`config.mk`:
```
export PLATFORM = sky130hd
export DESIGN_NAME = sprite_compositor_flat
export DESIGN_NICKNAME = d
export VERILOG_FILES = /design/src/rtl/sprite_compositor_pkg.sv /design/src/rtl/sprite_compositor_if.sv /design/src/rtl/sprite_compositor_hit_test.sv /design/src/rtl/sprite_compositor.sv /design/src/flat_wrapper.sv
export SDC_FILE = /design/constraint.sdc
export NUM_CORES = 1
export LEC_CHECK = 0
export ABC_CLOCK_PERIOD_IN_PS = 2790
export CAP_MARGIN = 30
export CELL_PAD_IN_SITES_DETAIL_PLACEMENT = 1
export CELL_PAD_IN_SITES_GLOBAL_PLACEMENT = 1
export CORE_MARGIN = 5
export CORE_UTILIZATION = 35
export CTS_BUF_LIST = sky130_fd_sc_hd__clkbuf_2
export DETAILED_ROUTE_END_ITERATION = 12
export GPL_TIMING_DRIVEN = 0
export MAX_ROUTING_LAYER = met4
export PLACE_DENSITY_LB_ADDON = 0.1
export SYNTH_ARGS = -nofsm -noshare
export SYNTH_HDL_FRONTEND = slang
export SYNTH_SLANG_ARGS = --single-unit
```
`constraint.sdc`:
```
create_clock -name clk_i -period 2.79 [get_ports clk_i]
set_input_delay 0.4185 -clock clk_i [delete_from_list [all_inputs] [get_ports clk_i]]
set_output_delay 0.4185 -clock clk_i [all_outputs]
set_load 0.01 [all_outputs]
```
`src/rtl/sprite_compositor_pkg.sv`:
```
// Shared types and widths for the sprite compositor.
package sprite_compositor_pkg;

    localparam int unsigned VGA_RGB_W   = 12;
    localparam int unsigned X_POS_W     = 10;
    localparam int unsigned Y_POS_W     = 10;
    localparam int unsigned MAX_SPRITES = 16;

    // Sprite box; only pixels strictly inside (x_pos, right) x (y_pos, bottom) are drawn.
    typedef struct packed {
        logic [X_POS_W-1:0] x_pos;
        logic [Y_POS_W-1:0] y_pos;
        logic [X_POS_W-1:0] right;
        logic [Y_POS_W-1:0] bottom;
    } sprite_t;

    // Index wide enough for any sprite slot.
    typedef logic [$clog2(MAX_SPRITES)-1:0] sprite_id_t;

    // Sprite index width for n slots, never below one bit.
    function automatic int unsigned id_width(input int unsigned n);
        return (n > 1) ? $clog2(n) : 1;
    endfunction

endpackage

```
`src/rtl/sprite_compositor_if.sv`:
```
// Sprite table bus from game logic into the compositor.
interface sprite_compositor_if #(
    parameter int unsigned N_SPRITES = 4
) ();

    sprite_compositor_pkg::sprite_t [N_SPRITES-1:0]                                       sprites;
    logic [N_SPRITES-1:0][sprite_compositor_pkg::VGA_RGB_W-1:0]                            colour;
    logic [N_SPRITES-1:0]                                                                  enable;

    // Game logic drives the table.
    modport master (
        output sprites,
        output colour,
        output enable
    );

    // Compositor samples the table per pixel.
    modport slave (
        input sprites,
        input colour,
        input enable
    );

endinterface

```
`src/rtl/sprite_compositor_hit_test.sv`:
```
// Combinational box test for one sprite; SPRITE_OUTLINE_EN restricts hits to the inner ring.
module sprite_hit_test
    import sprite_compositor_pkg::*;
(
    input  logic [X_POS_W-1:0] pixel_x_i,
    input  logic [Y_POS_W-1:0] pixel_y_i,
    input  logic               pixel_valid_i,
    input  logic               enable_i,
    input  sprite_t            sprite_i,
`ifdef SPRITE_OUTLINE_EN
    input  logic               outline_i,
`endif
    output logic               hit_c_o
);

    logic inside_c;

    // Strict unsigned compares keep the box edges undrawn.
    assign inside_c = enable_i & pixel_valid_i
                    & (pixel_x_i > sprite_i.x_pos) & (pixel_x_i < sprite_i.right)
                    & (pixel_y_i > sprite_i.y_pos) & (pixel_y_i < sprite_i.bottom);

`ifdef SPRITE_OUTLINE_EN
    logic ring_c;

    // Inner ring: first/last drawable column or row; wrap cases are already excluded by inside_c.
    assign ring_c = (pixel_x_i == X_POS_W'(sprite_i.x_pos + X_POS_W'(1)))
                  | (pixel_x_i == X_POS_W'(sprite_i.right - X_POS_W'(1)))
                  | (pixel_y_i == Y_POS_W'(sprite_i.y_pos + Y_POS_W'(1)))
                  | (pixel_y_i == Y_POS_W'(sprite_i.bottom - Y_POS_W'(1)));

    assign hit_c_o = inside_c & (~outline_i | ring_c);
`else
    assign hit_c_o = inside_c;
`endif

endmodule

```
`src/rtl/sprite_compositor.sv`:
```
// N-sprite compositor: two-stage pixel pipeline plus per-frame collision flags.
// Optional macro SPRITE_OUTLINE_EN adds outline_i (ring-only sprites).
module sprite_compositor
    import sprite_compositor_pkg::*;
#(
    parameter  int unsigned N_SPRITES = 4,
    localparam int unsigned ID_W      = id_width(N_SPRITES)
) (
    input  logic                 clk_i,
    input  logic                 rst_ni,
    input  logic [X_POS_W-1:0]   pixel_x_i,
    input  logic [Y_POS_W-1:0]   pixel_y_i,
    input  logic                 pixel_valid_i,
    input  logic                 frame_start_i,
    sprite_compositor_if.slave   cfg_if,
`ifdef SPRITE_OUTLINE_EN
    input  logic [N_SPRITES-1:0] outline_i,
`endif
    output logic [VGA_RGB_W-1:0] vga_rgb_o,
    output logic                 on_sprite_o,
    output logic [ID_W-1:0]      sprite_id_o,
    output logic [N_SPRITES-1:0] collision_o,
    output logic                 collision_valid_o
);

    logic [N_SPRITES-1:0]                hit_c;
    logic [N_SPRITES-1:0]                hit_q;
    logic [N_SPRITES-1:0][VGA_RGB_W-1:0] colour_q;
    logic [N_SPRITES-1:0]                overlap_c;
    logic [N_SPRITES-1:0]                acc_q,  acc_d;
    logic [N_SPRITES-1:0]                coll_q, coll_d;
    logic                                coll_vld_q, coll_vld_d;
    logic [VGA_RGB_W-1:0]                rgb_q,  rgb_d;
    logic                                on_q,   on_d;
    logic [ID_W-1:0]                     id_q,   id_d;

    // One box tester per sprite slot.
    for (genvar g = 0; g < N_SPRITES; g++) begin : g_hit
        sprite_hit_test u_hit (
`ifdef SPRITE_OUTLINE_EN
            .outline_i     (outline_i[g]),
`endif
            .pixel_x_i     (pixel_x_i),
            .pixel_y_i     (pixel_y_i),
            .pixel_valid_i (pixel_valid_i),
            .enable_i      (cfg_if.enable[g]),
            .sprite_i      (cfg_if.sprites[g]),
            .hit_c_o       (hit_c[g])
        );
    end

    // Stage 1: capture the hit vector together with the colours of this pixel.
    always_ff @(posedge clk_i or negedge rst_ni) begin
        if (!rst_ni) begin
            hit_q    <= '0;
            colour_q <= '0;
        end else begin
            hit_q    <= hit_c;
            colour_q <= cfg_if.colour;
        end
    end

    // Stage 2 select: lowest set index wins.
    always_comb begin
        rgb_d = '0;
        on_d  = 1'b0;
        id_d  = '0;
        for (int i = N_SPRITES - 1; i >= 0; i--) begin
            if (hit_q[i]) begin
                rgb_d = colour_q[i];
                on_d  = 1'b1;
                id_d  = ID_W'(i);
            end
        end
    end

    // A sprite collides when it and at least one other sprite are drawn on the same pixel.
    always_comb begin
        overlap_c = '0;
        for (int i = 0; i < N_SPRITES; i++) begin
            overlap_c[i] = hit_q[i] & (|(hit_q & ~(N_SPRITES'(1) << i)));
        end
    end

    // Frame boundary publishes the old frame (including the pixel still in stage 1) and clears.
    always_comb begin
        acc_d      = acc_q | overlap_c;
        coll_d     = coll_q;
        coll_vld_d = 1'b0;
        if (frame_start_i) begin
            acc_d      = '0;
            coll_d     = acc_q | overlap_c;
            coll_vld_d = 1'b1;
        end
    end

    // Output and collision registers.
    always_ff @(posedge clk_i or negedge rst_ni) begin
        if (!rst_ni) begin
            rgb_q      <= '0;
            on_q       <= 1'b0;
            id_q       <= '0;
            acc_q      <= '0;
            coll_q     <= '0;
            coll_vld_q <= 1'b0;
        end else begin
            rgb_q      <= rgb_d;
            on_q       <= on_d;
            id_q       <= id_d;
            acc_q      <= acc_d;
            coll_q     <= coll_d;
            coll_vld_q <= coll_vld_d;
        end
    end

    assign vga_rgb_o         = rgb_q;
    assign on_sprite_o       = on_q;
    assign sprite_id_o       = id_q;
    assign collision_o       = coll_q;
    assign collision_valid_o = coll_vld_q;

endmodule

```
`src/flat_wrapper.sv`:
```
// flat-port wrapper written by rule: the top's interface ports become plain ports
module sprite_compositor_flat import sprite_compositor_pkg::*;
#(
    parameter  int unsigned N_SPRITES = 4,
    localparam int unsigned ID_W      = id_width(N_SPRITES)
)
  (clk_i, rst_ni, pixel_x_i, pixel_y_i, pixel_valid_i, frame_start_i, vga_rgb_o, on_sprite_o, sprite_id_o, collision_o, collision_valid_o, cfg_if_sprites, cfg_if_colour, cfg_if_enable);
  sprite_compositor_if #(.N_SPRITES(N_SPRITES)) cfg_if_i ();
  input  logic clk_i;
  input  logic rst_ni;
  input  logic [X_POS_W-1:0] pixel_x_i;
  input  logic [Y_POS_W-1:0] pixel_y_i;
  input  logic pixel_valid_i;
  input  logic frame_start_i;
  output logic [VGA_RGB_W-1:0] vga_rgb_o;
  output logic on_sprite_o;
  output logic [ID_W-1:0] sprite_id_o;
  output logic [N_SPRITES-1:0] collision_o;
  output logic collision_valid_o;
  input wire logic [$bits(cfg_if_i.sprites)-1:0] cfg_if_sprites;
  input wire logic [$bits(cfg_if_i.colour)-1:0] cfg_if_colour;
  input wire logic [$bits(cfg_if_i.enable)-1:0] cfg_if_enable;
  assign cfg_if_i.sprites = cfg_if_sprites;
  assign cfg_if_i.colour = cfg_if_colour;
  assign cfg_if_i.enable = cfg_if_enable;
  sprite_compositor #(.N_SPRITES(N_SPRITES)) u_core (.clk_i(clk_i), .rst_ni(rst_ni), .pixel_x_i(pixel_x_i), .pixel_y_i(pixel_y_i), .pixel_valid_i(pixel_valid_i), .frame_start_i(frame_start_i), .cfg_if(cfg_if_i), .vga_rgb_o(vga_rgb_o), .on_sprite_o(on_sprite_o), .sprite_id_o(sprite_id_o), .collision_o(collision_o), .collision_valid_o(collision_valid_o));
endmodule
```
==> Implementation_results.wiki <==
{| class="wikitable"
! Metric !! Value
|-
| Result of the run || complete, no violations
|-
| Filler cell count in the final layout || 2096
|-
| Layout cell share with drive strength beyond 1 || 1.96%
|-
| Top library cells by usage in the layout, fill and taps aside || sky130_fd_sc_hd__clkdlybuf4s50_1 (254), sky130_fd_sc_hd__inv_1 (155), sky130_fd_sc_hd__ha_1 (152)
|-
| Worst Skew || 0.0184 ns
|-
| Number of top-level pins || 256
|-
| Via count of the first global-routing pass || 6362
|-
| Portion of total power attributed to combinational logic || 36.3%
|-
| RD Place Congestion || 0.830
|-
| Wire length of the first global-routing pass || 30900 um
|-
| Maximum vdd drop || 240 uV
|-
| Synth Instances || 696
|-
| Critical setup path kind || in2reg
|-
| Hold slack || 0.282 ns
|-
| Critical path buffers and inverters || 1
|-
| Net switching fraction of the power || 29.5%
|-
| Arrival time of the worst setup path || 2.97 ns
|-
| Clock slew at the register clock pins of the worst setup and hold paths || 0.17 ns
|-
| Mapped Nets || 1084
|-
| Accumulated negative setup slack || 0 ns
|-
| DRC viols || 0
|-
| Path class of the lowest-slack min-delay path || in2async
|-
| Largest net degree at the start of global routing || 68
|-
| Total via count in the routed design || 5850
|-
| Synthesized area || 0.00614 mm2
|-
| CTS tree || built
|-
| Distinct cell type count after synthesis || 43
|-
| Placed standard-cell area || 0.00900 mm2
|-
| Cell type group with the largest total delay on the critical path || compound AO/OA/AOI/OAI gates
|-
| Finished layout cell area || 0.00911 mm2
|-
| NumNets Final || 1352
|-
| Total number of clock tree sinks || 76
|-
| Power share of the sequential group || 45.6%
|-
| Number of antenna-violating nets in the routed design || 0
|-
| Pwr Density || 281 mW/mm2
|-
| Vert. Die Dim || 142 um
|-
| Shortest period the worst path allows || 2.58 ns
|-
| Critical-path maximum fanout || 8
|-
| Master of the slowest instance on the critical path || sky130_fd_sc_hd__clkdlybuf4s50_1
|-
| CP Launch Type || input port
|-
| Antenna violations before repair || 5
|-
| DRT iter0 DRCs || 225
|-
| Leakage power of the design || 4.58 nW
|-
| Hold Violations, Final || 0
|-
| Async set or reset register ratio after synthesis || 100%
|-
| Wirelength, routed || 20000 um
|-
| Top achievable clock speed || 388 MHz
|-
| Maxcap violations || 0
|-
| 1st-pass router iterations || 4
|-
| Final setup viols || 0
|-
| Starting Density || 35.6%
|-
| Number of buffers created by CTS || 9
|-
| Setup ws final || 0.213 ns
|-
| Clock network latency to the later pin of the worst-skew pair || 0.50 ns
|-
| Std cell rows || 48
|-
| Number of levels the H-tree was split into || 3
|-
| Final critical-path share of the clock period || 92.3%
|-
| Internal power consumption || 0.00180 W
|-
| Worst slew pin tran || 0.753 ns
|-
| Total routing usage reported by global routing || 20.0%
|-
| Synth warn || 0
|-
| Area growth from synthesis to final layout || 48.3%
|-
| Most used flip-flop cell after synthesis || sky130_fd_sc_hd__dfrtp_1
|-
| Detailed placer's ending HPWL || 17600 um
|-
| Endpoint kind of the worst setup timing path || flop
|-
| RSZ-0062 raised after global routing || false
|-
| Required time of the critical path || 3.18 ns
|-
| Average routed wire per standard cell || 16.7 um
|-
| Final-report max-slew violation count || 0
|-
| Fraction of power consumed by the clock network || 18.1%
|-
| Routed via count divided by cell count || 4.88
|-
| Register Area || 0.00190 mm2
|-
| Maximum buffer depth of the clock tree || 2
|-
| Port buffer count || 255
|-
| CTS root buf || sky130_fd_sc_hd__clkbuf_2
|-
| Max_slew headroom || 48.5%
|-
| Post-placement setup slack || -0.583 ns
|-
| Number of synthesized register bits || 76
|-
| CORE AREA || 0.0172 mm2
|-
| Utilization after layout || 52.9%
|-
| Sum of overflow across all layers after global routing || 0
|-
| Most common cell after layout, fill and taps aside || sky130_fd_sc_hd__clkdlybuf4s50_1
|-
| Number of enable-type register cells in the synthesized netlist || 0
|-
| Sequential share of the synthesized area || 31.0%
|-
| Number of post-CTS setup repair buffers || 0
|-
| Multi-input gate area in the final layout || 0.00363 mm2
|-
| Largest stage delay on the critical path || 0.71 ns
|-
| Die Span X || 142 um
|-
| Avg Inst Size Synth || 8.83 um2
|-
| Die area || 0.0203 mm2
|-
| Net switching power figure || 0.000756 W
|-
| Worst-path cell chain || clkdlybuf4s50_1 -> ha_1 -> and4_4 -> a221o_1 -> a2111oi_0 -> o41ai_1 -> a311oi_2
|}
power groups by stage:
stage / Combinational, W / Sequential, W / Clock [W]
final: 0.000929 / 0.00117 / 0.000464
after global routing: 0.00106 / 0.00117 / 0.000538
after CTS: 0.000948 / 0.00117 / 0.000485
after detailed placement: 0.000940 / 0.00119 / 0
after global placement: 0.000908 / 0.00119 / 0
after floorplan: 0.000382 / 0.00119 / 0
repair_timing:
| item | 4_1_cts | 5_1_grt |
|---|---|---|
| hold endpoints to repair | 76 | 0 |
| resized for setup | 1 | 0 |
| hold buffers | 1 | 0 |
| endpoints found under the setup margin | 1 | 0 |
layout make-up:
cell class,instances,share of cell area [%]
Antenna cell,6,0.165
Buffer,10,0.426
Clock buffer,12,0.659
Clock inverter,4,0.179
Inverter,155,6.39
Multi-Input combinational cell,455,39.8
Sequential cell,76,20.9
Tap cell,225,3.09
Timing Repair Buffer,257,28.4
flip-flops by register name, indices dropped and copies added (netlist names):
signal,cells
u_core.colour_q,48
u_core.collision_o,4
u_core.vga_rgb_o,12
u_core.sprite_id_o,2
u_core.on_sprite_o,1
u_core.hit_q,4
u_core.acc_q,4
u_core.collision_valid_o,1
Yosys cell counts (all sizes together) (11+ instances only):
cell type | instances | area (um2)
ha | 152 | 1900
nand2 | 32 | 120
o21ai | 32 | 160
a21o | 11 | 82.6
dfrtp | 76 | 1900
a22oi | 12 | 90.1
nand4 | 21 | 131
nand3 | 11 | 55.1
nor2 | 34 | 128
a211oi | 11 | 82.6
a21oi | 60 | 300
inv | 155 | 582
path summary, 6_finish.rpt:
kind | from | end | slack (ns) | cells after the start
min in group clk_i | cfg_if_colour[15] | u_core.colour_q[15] | 0.33 | 1
worst min register to register | u_core.colour_q[4] | u_core.vga_rgb_o[4] | 0.46 | 2
max in group asynchronous | rst_ni | u_core.colour_q[26] | 1.96 | 3
worst max register to register | u_core.hit_q[1] | u_core.vga_rgb_o[7] | 0.99 | 5
worst max-delay path | pixel_x_i[8] | u_core.hit_q[2] | 0.21 | 7
worst min-delay path | rst_ni | u_core.vga_rgb_o[9] | 0.28 | 2
stage by stage:
stage | std cells | power (W)
2_1_floorplan | 696 | 0.00157
5_1_grt | 1199 | 0.00277
3_3_place_gp | 1176 | 0.00210
3_5_place_dp | 1177 | 0.00213
6_report | 1200 | 0.00256
4_1_cts | 1194 | 0.00260
per-layer routing:
metal  wire length, um  part of all wire (%)  track usage [%]  up-vias
li1                  -                     -                -     2958
met1              7660                    38             21.2     2701
met2             10400                    52             36.6      169
met3              1480                   7.4             5.01       22
met4               434                   2.2             6.00        0
met5                 0                     0                -        -
worst register-to-register path, stage by stage, from the launching register on:
cell and delay [ns]:
sky130_fd_sc_hd__dfrtp_1 0.42, sky130_fd_sc_hd__clkbuf_1 0.43, sky130_fd_sc_hd__clkbuf_1 0.50, sky130_fd_sc_hd__nor2_1 0.11, sky130_fd_sc_hd__a21oi_1 0.13, sky130_fd_sc_hd__o21ai_0 0.10
logic make-up after synthesis:
family | after synthesis | share of synthesized area, %
AO/OA/AOI/OAI | 164 | 16.6
adder cells (fa/ha/maj) | 152 | 31.0
buffers and inverters | 165 | 10.1
flip-flops | 76 | 31.0
AND/OR/NAND/NOR | 139 | 11.4
(Power assumes the default switching activity.)
